File: src/rtl/serial_adder.sv
// serial_adder: bit-serial WIDTH-bit adder, one full-adder step per clock, LSB first
// Ports: clk/reset (sync, active-high); start with a, b, cin captured in IDLE;
// busy high during RUN; done one-cycle pulse; sum/cout registered and held until the next result.
module serial_adder #(
  parameter int WIDTH = 8
) (
  input  logic             clk,
  input  logic             reset,
  input  logic             start,
  input  logic [WIDTH-1:0] a,
  input  logic [WIDTH-1:0] b,
  input  logic             cin,
  output logic             busy,
  output logic             done,
  output logic [WIDTH-1:0] sum,
  output logic             cout
);
  localparam int CW = $clog2(WIDTH);
  localparam logic [CW-1:0] LAST = CW'(WIDTH - 1);
  typedef enum logic [1:0] {IDLE, RUN, DONE} state_t;
  state_t state, state_nxt;
  logic [WIDTH-1:0] a_sh, b_sh, acc;
  logic [CW-1:0] cnt;
  logic c, s_bit, c_nxt;
  always_comb begin
    s_bit = a_sh[0] ^ b_sh[0] ^ c;
    c_nxt = (a_sh[0] & b_sh[0]) | (b_sh[0] & c) | (c & a_sh[0]);
    state_nxt = state == IDLE ? (start ? RUN : IDLE) :
                state == RUN  ? (cnt == LAST ? DONE : RUN) : IDLE;
    busy = state == RUN;
    done = state == DONE;
  end
  always_ff @(posedge clk) begin
    if (reset) begin
      state <= IDLE;
      a_sh  <= '0;
      b_sh  <= '0;
      acc   <= '0;
      cnt   <= '0;
      c     <= 1'b0;
      sum   <= '0;
      cout  <= 1'b0;
    end else begin
      state <= state_nxt;
      if (state == IDLE && start) begin
        a_sh <= a;
        b_sh <= b;
        c    <= cin;
        cnt  <= '0;
      end
      if (state == RUN) begin
        a_sh <= a_sh >> 1;
        b_sh <= b_sh >> 1;
        c    <= c_nxt;
        acc  <= {s_bit, acc[WIDTH-1:1]};
        cnt  <= cnt + 1'b1;
        // the final sum bit is folded in directly so the result lands on the edge entering DONE
        if (cnt == LAST) begin
          sum  <= {s_bit, acc[WIDTH-1:1]};
          cout <= c_nxt;
        end
      end
    end
  end
endmodule

File: config.mk
export PLATFORM = sky130hd
export DESIGN_NAME = serial_adder
export DESIGN_NICKNAME = d
export VERILOG_FILES = /design/src/rtl/serial_adder.sv
export SDC_FILE = /design/constraint.sdc
export NUM_CORES = 1
export LEC_CHECK = 0
export BUFFER_PORTS_ARGS = -buffer_cell sky130_fd_sc_hd__buf_2
export CORE_MARGIN = 2
export CORE_UTILIZATION = 35
export DETAILED_ROUTE_END_ITERATION = 12
export MAX_ROUTING_LAYER = met4
export PLACE_DENSITY_LB_ADDON = 0.1
export SYNTH_ARGS = -nofsm -noshare
export SYNTH_HDL_FRONTEND = slang
export SYNTH_SLANG_ARGS = --single-unit
File: constraint.sdc
create_clock -name clk -period 1.55 [get_ports clk]
set_input_delay 0.0775 -clock clk [delete_from_list [all_inputs] [get_ports clk]]
set_output_delay 0.0775 -clock clk [all_outputs]
set_load 0.03 [all_outputs]
# --- After elaboration in Yosys (flattened, before gate mapping) ---
# Cells that the tools add are included.
op_classes:
  n_reduce_logical: 5
  n_bitwise: 7
  n_eq_ne: 3
  mux: 12
  addsub: 1
ops:
  columns: ["op", "count"]
  rows:
  - ["$mux 7", 4]
  - ["$mux 2", 3]
  - ["$mux 3", 2]
  - ["$add 3x1->3 const B", 1]
  - ["$and 1x1->1", 3]
  - ["$eq 3x3->1 const B", 1]
  - ["$mux 1", 3]
  - ["$eq 2x1->1 const B", 1]
  - ["$eq 2x2->1 const B", 1]
  - ["$logic_not 2->1", 1]
  - ["$or 1x1->1", 2]
  - ["$reduce_and 2->1", 1]
  - ["$reduce_bool 2->1", 1]
  - ["$reduce_or 2->1", 1]
  - ["$xor 1x1->1", 2]
  - ["$logic_and 1x1->1", 1]
totals:
  in_bits: 20
  word_cells: 38
  output_inout_bits: 11
  reg_bits: 39

# --- Longest topological paths before layout ---
# Gate-level depths: netlist of the first run.
logic_depth:
  word_depth: 4
  depth_mapped: 7
  depth_no_buf: 5

# --- Worst setup path after synthesis of the first run ---
# OpenSTA, ideal clock, no wires.
synth_timing:
  kind: "register to register"
  startpoint: "register cnt[0]"
  endpoint: "register sum[1]"
  path_stages_with_launch: 7
  t_arrival_ns: 1.151
  t_required_ns: 1.417
  n_path_buf: 1
  setup_time_ns: 0.133
  slack_ns: 0.267
  synth_period_minus_slack_ns: 1.283
  path_cell_list: "dfxtp_1 -> ha_1 -> ha_1 -> and3b_2 -> buf_2 -> nand2_1 -> a21oi_1"
synth_between:
  elab_chain_cells: 2
synth_rtl:
  columns: ["item", "line_no", "text"]
  rows:
  - ["start, declared", "23", "logic [CW-1:0] cnt;"]
  - ["start signal, assigned", "56", "cnt <= cnt + 1'b1;"]
  - ["$eq 3x3->1", "58", "if (cnt == LAST) begin"]
  - ["$reduce_and 2->1 (no source line)", null, null]
  - ["end signal, assigned", "59", "sum <= {s_bit, acc[WIDTH-1:1]};"]
  - ["end, declared", "15", "output logic [WIDTH-1:0] sum,"]
# No other way between the ends.
# A chain may end at the register's enable or synchronous reset.

# --- Worst setup path after layout of the first run ---
layout_timing:
  startpoint: "register state[0]"
  endpoint: "output busy"
layout_between:
  elab_chain_cells: 1
layout_rtl:
  columns: ["item", "line_no", "text"]
  rows:
  - ["start, declared", "21", "state_t state, state_nxt;"]
  - ["start signal, assigned", "44", "state <= state_nxt;"]
  - ["$eq 2x1->1", "30", "busy = state == RUN;"]
  - ["end, declared", "13", "output logic busy,"]
# No other way between the ends.

==> run metrics, run 1 <==
outcome=finished, final reports clean; Clock Sinks=38; GRT Total Usage=12.9%; CTS Buf Count=5; largest cells by area after synthesis=dfxtp_1 48%, mux2i_1 10%, a211oi_1 7.6%, nand2_1 7.6%, a21oi_1 5.1%; Synth top area share=48.3%; vias per cell=4.88; Post-Syn Area per Cell=9.31 um2; Required @ worst endpoint=1.47 ns; area of the multi-input gates=708 um2; fin cells=249; Netlist cell types=24; Max FO, Critical Path=11; syn nets=192; PortBufs=30; Clock Tree Buf Depth=2; slew margin rel.=54.8%; sequential cell area fraction in the yosys report=48.3%; Total Wirelength=2.93 mm; post-route ant nets=0; Mapped Cells=169; first-pass GRT wire length=4.95 mm; fill count=432; clock skew=0.00582 ns; Slew Viols, Final=0; RSZ-0062 raised after global routing=false; CTS clk-pin slew, worst paths=0.07 ns; initial antenna violation count=0; Setup CP Type=reg2out; number of global-route vias before repair=1139; Cell Rows=24; TritonCTS clock tree=done; Die X=71.1 um; worst vdd ir=0.367 mV; critical path arrival=1.29 ns; total grt overflow=0; Setup crit end kind=output pin; setup tns final=0 ns; Fmax achieved=731 MHz; Worst-Skew Late Latency=0.29 ns; cts repair resizes=0; Max H-tree Level=2; GPL Wtd Cong=0.741; DR pass1 iterations=4; Vias=1215; drt wl/cell=11.8 um; Max Cap Violations=0; final setup fails=0; flops & latches, synth=38; num ports=31; Layout area overhead=14.9%; Die Height=71.1 um; leading area contributor after synthesis=dfxtp_1; fin crit share=88.2%; core box area=4350 um2; DRC viols=0; Warnings, synthesis=0; fin crit period=1.37 ns; DP Cell Count=241; Storage cell area=761 um2; Initial Utilization=36.1%; largest net degree at the start of global routing=39; CP Launch Type=flop; die area=5050 um2; Post-CTS Setup Inserts=0; worst hold-check path type=in2reg; Post-Syn Area=1570 um2; root buf cell=clkbuf_8; Leak Pwr=0.751 nW; Fin Hold WS=0.0453 ns; pwr dens=1070 nW/um2; Fin. Hold Viols=0; DP Wirelength=2.03 mm; worst slew pin tran=0.677 ns; DRT iter0 DRCs=51; n_diodes=0; share of cells above drive strength 1=22.8%; hold bufs inserted after CTS=0; Total Nets Final=219
[power breakdown]
part | internal, mW | switching, mW | total, mW
clock network | 0.358 | 0.328 | 0.686
registers | 1.02 | 0.0288 | 1.05
logic | 0.0895 | 0.107 | 0.196
[per-layer routing]
metal,GRT usage (%),up-vias,routed length [um]
met5,-,-,0
met4,5.66,0,53
met3,4.99,5,167
met2,19.8,26,1340
met1,15.1,545,1370
li1,-,639,-
[cells in the final DEF, fill, tap and decap left out]
cell type / Yosys / final
dfxtp_1: 38 / 38
nand2_1: 32 / 32
buf_2: 4 / 30
nor2_1: 21 / 21
a21oi_1: 16 / 16
mux2i_1: 16 / 16
a211oi_1: 16 / 16
clkbuf_8: 0 / 6
a22oi_1: 4 / 4
buf_4: 1 / 3
ha_1: 2 / 2
nand2b_1: 1 / 1
inv_4: 1 / 1
nor2b_1: 1 / 1
and3b_2: 1 / 1
nand3b_2: 1 / 1
o21ba_4: 1 / 1
o21bai_2: 1 / 1
nor3b_1: 1 / 1
inv_1: 1 / 1
nor3_1: 1 / 1
fa_1: 1 / 1
clkinv_2: 0 / 1
clkbuf_1: 2 / 1
[state kept, by name (all words and copies together) (netlist names)]
signal  count
b_sh        8
a_sh        8
sum         8
state       2
cnt         3
acc         7
c           1
cout        1
[area by class of cell]
class	count	share of cell area [%]
Sequential cell	38	42.1
Multi-Input combinational cell	116	39.2
Timing Repair Buffer	33	9.55
Clock buffer	7	4.78
Tap cell	52	3.60
Inverter	2	0.554
Clock inverter	1	0.277
[final timing paths]
kind / slack [ns] / from / cells past startpoint / endpoint
setup / recovery: 0.18 / state[0] / 3 / busy
hold / removal: 0.05 / a[7] / 3 / a_sh[7]
setup reg to reg: 0.22 / cnt[0] / 5 / sum[0]
hold reg to reg: 0.45 / sum[4] / 2 / sum[4]
[metrics by stage]
step | util [%] | cell area (um2) | setup WS, ns | total power [mW]
finish | 41.5 | 1810 | 0.182 | 1.93
global route | 41.5 | 1810 | 0.0557 | 2.04
CTS | 41.5 | 1810 | 0.146 | 1.97
detailed placement | 39.4 | 1720 | 0.228 | 1.28
global placement | 39.4 | 1720 | 0.259 | 1.27
floorplan | - | 1570 | 0.267 | 1.23
[Yosys cell counts]
library cell,number
inv_1,1
nand2_1,32
mux2i_1,16
nor3_1,1
and3b_2,1
o21ba_4,1
buf_4,1
nand2b_1,1
nor2b_1,1
fa_1,1
clkbuf_1,2
buf_6,5
a22oi_1,4
o21bai_2,1
ha_1,2
buf_1,1
a211oi_1,16
nor3b_1,1
nand3b_2,1
a21oi_1,16
inv_4,1
buf_2,4
nor2_1,21
dfxtp_1,38
[kinds of logic after synthesis]
family          count (synthesis)  synth area share, %
buf+inv                        15                 6.68
mux                            16                 10.2
fa+ha+maj                       3                 2.86
simple gates                   59                 15.6
flops                          38                 48.3
compound gates                 38                 16.4
[critical path, stage by stage, from the launching register on]
cell      delay [ns]
dfxtp_1         0.49
nand2b_1        0.16
inv_4           0.14
buf_2           0.21
No activity file was read; power rests on OpenSTA's default activity.
==> run 2, diff against run 1 <==
ABC_AREA = 1   (was default)
==> run metrics, run 2 <==
outcome=finished, final reports clean; final setup fails=0; Total Nets Final=312; Mapped Cells=261; Die Height=77.1 um; fin crit period=1.37 ns; first-pass GRT wire length=6.80 mm; Post-Syn Area=1870 um2; flops & latches, synth=38; placed instance area=2040 um2; largest net degree at the start of global routing=31; Fin Hold WS=0.0728 ns; RSZ-0062 raised after global routing=false; Max FO, Critical Path=15; clock skew=0.00810 ns; fin crit share=88.7%; Fin. Hold Viols=0; Cell Rows=26; DR pass1 iterations=4; biggest regs=a_sh: 8 flops, b_sh: 8 flops, sum: 8 flops; Required @ worst endpoint=1.47 ns; Total Wirelength=3.88 mm; Max H-tree Level=2; Slew Viols, Final=0; number of global-route vias before repair=1503; DRT iter0 DRCs=92; syn nets=284; Critical path buffers and inverters=2; Netlist cell types=21; ys flop type=dfxtp_1; Synth top area share=40.7%; Clock Tree Buf Depth=2; Worst-Skew Late Latency=0.29 ns; drt wl/cell=10.8 um; Setup CP Type=reg2out; hold bufs inserted after CTS=0; Clock Sinks=38; Setup crit end kind=output pin; Initial Utilization=36.4%; initial antenna violation count=0; Vias=1589; Max stage delay on crit path=0.47 ns; DRC viols=0; Finished Cell Area=2180 um2; post-route ant nets=0; Leak Pwr=1.13 nW; worst hold-check path type=in2reg; most common cell in the netlist=nand2_1; most frequent cells after synthesis=87 x nand2_1, 46 x nor2_1, 38 x dfxtp_1, 23 x nand3_1; core box area=5140 um2; Critical-path top delay cell=dfxtp_2; TritonCTS clock tree=done; GRT Total Usage=14.5%; Post-Syn Area per Cell=7.16 um2; commonest non-fill, non-tap cell in the layout=nand2_1; Layout area overhead=16.7%; worst slew pin tran=0.389 ns; Synth async-reset ratio=0%; Fmax achieved=727 MHz; CTS Buf Count=5; final worst slack=0.175 ns; setup tns final=0 ns; Setup WS pre-CTS=0.161 ns; commonest cells after routing, fill and taps aside=87 x nand2_1, 45 x nor2_1, 37 x dfxtp_1; Total Power=2.43 mW; num ports=31; die area=5940 um2; CP Cell Sequence=inv_4, nor2_8, buf_2; leading area contributor after synthesis=dfxtp_1; root buf cell=clkbuf_8; slew margin rel.=74.0%; number of enable flip-flop cells after synthesis=0; Max Cap Violations=0; CTS clk-pin slew, worst paths=0.08 ns; n_diodes=0; share of cells above drive strength 1=21.7%; pwr dens=1110 nW/um2; Warnings, synthesis=0; DP Wirelength=2.48 mm; Post-CTS Setup Inserts=0; critical path arrival=1.30 ns; FF-to-FF setup slack=0.22 ns; Die X=77.1 um; sequential cell area fraction in the yosys report=40.7%; CP Launch Type=flop; worst vdd ir=0.562 mV; PortBufs=30; CP delay by family, top=flip-flops; largest cells by area after synthesis=dfxtp_1 41%, nand2_1 17%, nor2_1 9.2%, nand3_1 6.2%, nand3b_1 5.6%; GPL Wtd Cong=0.776; total grt overflow=0; vias per cell=4.41
run 2: repair_timing:
item,CTS,global route
endpoints found under the setup margin,0,3
hold endpoints to repair,0,0
resized for setup,0,2
run 2: worst paths after layout:
kind,from,to,cells after the start
setup / recovery,state[0],busy,3
hold / removal,reset,cnt[2],2
hold reg to reg,acc[1],acc[1],2
setup reg to reg,state[1],a_sh[5],6
run 2: per-stage QoR:
stage                     utilization (%)  instances
after CTS                            42.4        360
after floorplan                         -        261
final                                42.4        360
after global placement               39.7        352
after global routing                 42.4        360
after detailed placement             39.7        352
run 2: where the power goes:
group	internal (mW)	switching, mW	leakage [nW]	total, mW
combinational	0.143	0.213	0.751	0.356
sequential	1.03	0.0384	0.311	1.07
clock	0.645	0.358	0.0683	1.00
total	1.82	0.609	1.13	2.43
run 2: logic make-up (layout without fill, tap and decap cells):
family	after synthesis	after routing	synth area share [%]
flip-flops	38	38	40.7
AND/OR/NAND/NOR	185	185	45.0
buffers and inverters	30	59	9.77
adder cells (fa/ha/maj)	3	3	2.41
AO/OA/AOI/OAI	5	5	2.08
run 2: cell type report:
| type | instances | area, um2 |
|---|---|---|
| Clock buffer | 5 | 68.8 |
| Clock inverter | 3 | 68.8 |
| Fill cell | 585 | 2960 |
| Inverter | 16 | 65.1 |
| Multi-Input combinational cell | 193 | 928 |
| Sequential cell | 38 | 762 |
| Tap cell | 70 | 87.6 |
| Timing Repair Buffer | 35 | 200 |
run 2: layer usage:
metal / track usage, % / part of all wire [%] / vias up / wire length, um
li1: - / - / 858 / -
met1: 18.2 / 51 / 696 / 1960
met2: 22.6 / 44 / 33 / 1710
met3: 4.24 / 4.6 / 2 / 180
met4: 4.29 / 0.64 / 0 / 25
met5: - / 0 / - / 0
==> run 3, diff against run 2 <==
SETUP_SLACK_MARGIN = 0.3   (was default)
==> run metrics, run 3 (synthesis gave the netlist of run 2 again) <==
Hold Path End=c; vias per cell=4.43; Storage cell area=766 um2; Required @ worst endpoint=1.47 ns; worst reg2reg path depth=5; Fin. Hold Viols=0; CTS clk-pin slew, worst paths=0.08 ns; Worst-Skew Late Latency=0.29 ns; largest net degree at the start of global routing=31; FF-to-FF End=sum[0]; commonest cells after routing, fill and taps aside=87 x nand2_1, 44 x nor2_1, 36 x dfxtp_1; Die Height=77.1 um; die area=5940 um2; Max H-tree Level=2; number of global-route vias before repair=1528; Sw Pwr=0.626 mW; Min-Delay Startpoint=cin; final setup fails=0; post-route ant nets=0; n_diodes=0; worst hold-check path type=in2reg; critical path arrival=1.15 ns; worst vdd ir=0.562 mV; commonest non-fill, non-tap cell in the layout=nand2_1; core box area=5140 um2; DRT iter0 DRCs=98; Total Nets Final=316; FF-to-FF setup slack=0.34 ns; Total Wirelength=4.03 mm; Leak Pwr=1.15 nW; Fmax achieved=817 MHz; hold path cells=5; fin cells=364; Clk pwr share=40.7%; Vias=1611; Clock Tree Buf Depth=2; outcome=finished, final reports clean; area of the multi-input gates=958 um2; Setup crit end kind=output pin; worst slew pin tran=0.369 ns; root buf cell=clkbuf_8; DP Cell Count=352; RSZ-0062 raised after global routing=true; Die X=77.1 um; fin crit share=79.0%; fill count=581; TritonCTS clock tree=done; fin crit period=1.22 ns; GPL Wtd Cong=0.776; DR pass1 iterations=4; internal power=1.85 mW; sequential share of power=43.5%; share of cells above drive strength 1=23.8%; Setup CP Type=reg2out; num ports=31; Layout area overhead=21.0%; DP Wirelength=2.48 mm; Max FO, Critical Path=8; biggest regs=a_sh: 8 flops, b_sh: 8 flops, sum: 8 flops; Initial Utilization=36.4%; drt wl/cell=11.1 um; DRC viols=0; setup tns final=0 ns; Total Power=2.47 mW; power share of the combinational group=15.8%; initial antenna violation count=0; first-pass GRT wire length=6.89 mm; total grt overflow=0; hold bufs inserted after CTS=0; CTS Buf Count=5; Slew Viols, Final=0; pwr dens=1090 nW/um2; CP Launch Type=flop; PortBufs=30; slew margin rel.=75.4%; Clock Sinks=38; switch share=25.3%; Max Cap Violations=0; clock skew=0.00862 ns; GRT Total Usage=14.7%; reg2reg start=cnt[0]; Cell Rows=26
run 3: worst max-delay path by stage:
stage | startpoint | to | slack [ns] | cells past startpoint
after CTS | state[0] | done | 0.31 | 3
after detailed placement | state[1] | a_sh[7] | 0.16 | 6
final | state[0] | busy | 0.33 | 3
after floorplan | state[1] | done | 0.36 | 3
after global routing | cnt[0] | sum[4] | 0.26 | 5
after global placement | state[1] | a_sh[7] | 0.15 | 6
run 3: power by group through the flow:
stage / logic [mW] / registers [mW] / clock network (mW)
global placement: 0.361 / 1.10 / 0
finish: 0.390 / 1.08 / 1.01
global route: 0.446 / 1.08 / 1.08
floorplan: 0.302 / 1.08 / 0
CTS: 0.384 / 1.08 / 1.04
detailed placement: 0.360 / 1.10 / 0
run 3: final cells by class:
class | instances | area share (%)
clock inverter | 3 | 3.04
multi-input combinational | 194 | 42.4
sequential | 38 | 33.8
tap | 70 | 3.87
clock buffer | 5 | 3.04
inverter | 16 | 3.10
timing repair buffer | 38 | 10.7
run 3: timing repair:
item,in CTS,in global routing
resized for setup,9,9
setup buffers,2,1
cloned,0,1
endpoints found under the setup margin,37,17
pin swaps,1,1
run 3: per-layer routing:
layer | global-route usage [%] | vias to the layer above | wire length [um]
met2 | 23.2 | 33 | 1840
met5 | - | - | 0
met3 | 4.24 | 2 | 195
met4 | 4.29 | 0 | 25
met1 | 18.5 | 706 | 1970
li1 | - | 870 | -
run 3: per-stage QoR:
| stage | hold WS (ns) | cell area (um2) | setup WS, ns | utilization (%) |
|---|---|---|---|---|
| floorplan | 0.270 | 1870 | 0.355 | - |
| global placement | 0.368 | 2040 | 0.153 | 39.7 |
| detailed placement | 0.369 | 2040 | 0.161 | 39.7 |
| CTS | 0.0606 | 2220 | 0.306 | 43.2 |
| global route | 0.0866 | 2260 | 0.263 | 44.0 |
| finish | 0.0740 | 2260 | 0.326 | 44.0 |
run 3: worst max-delay path: stages (launching register included):
cell and delay (ns):
dfxtp_4 0.46, inv_4 0.06, nor2_8 0.18, buf_6 0.16
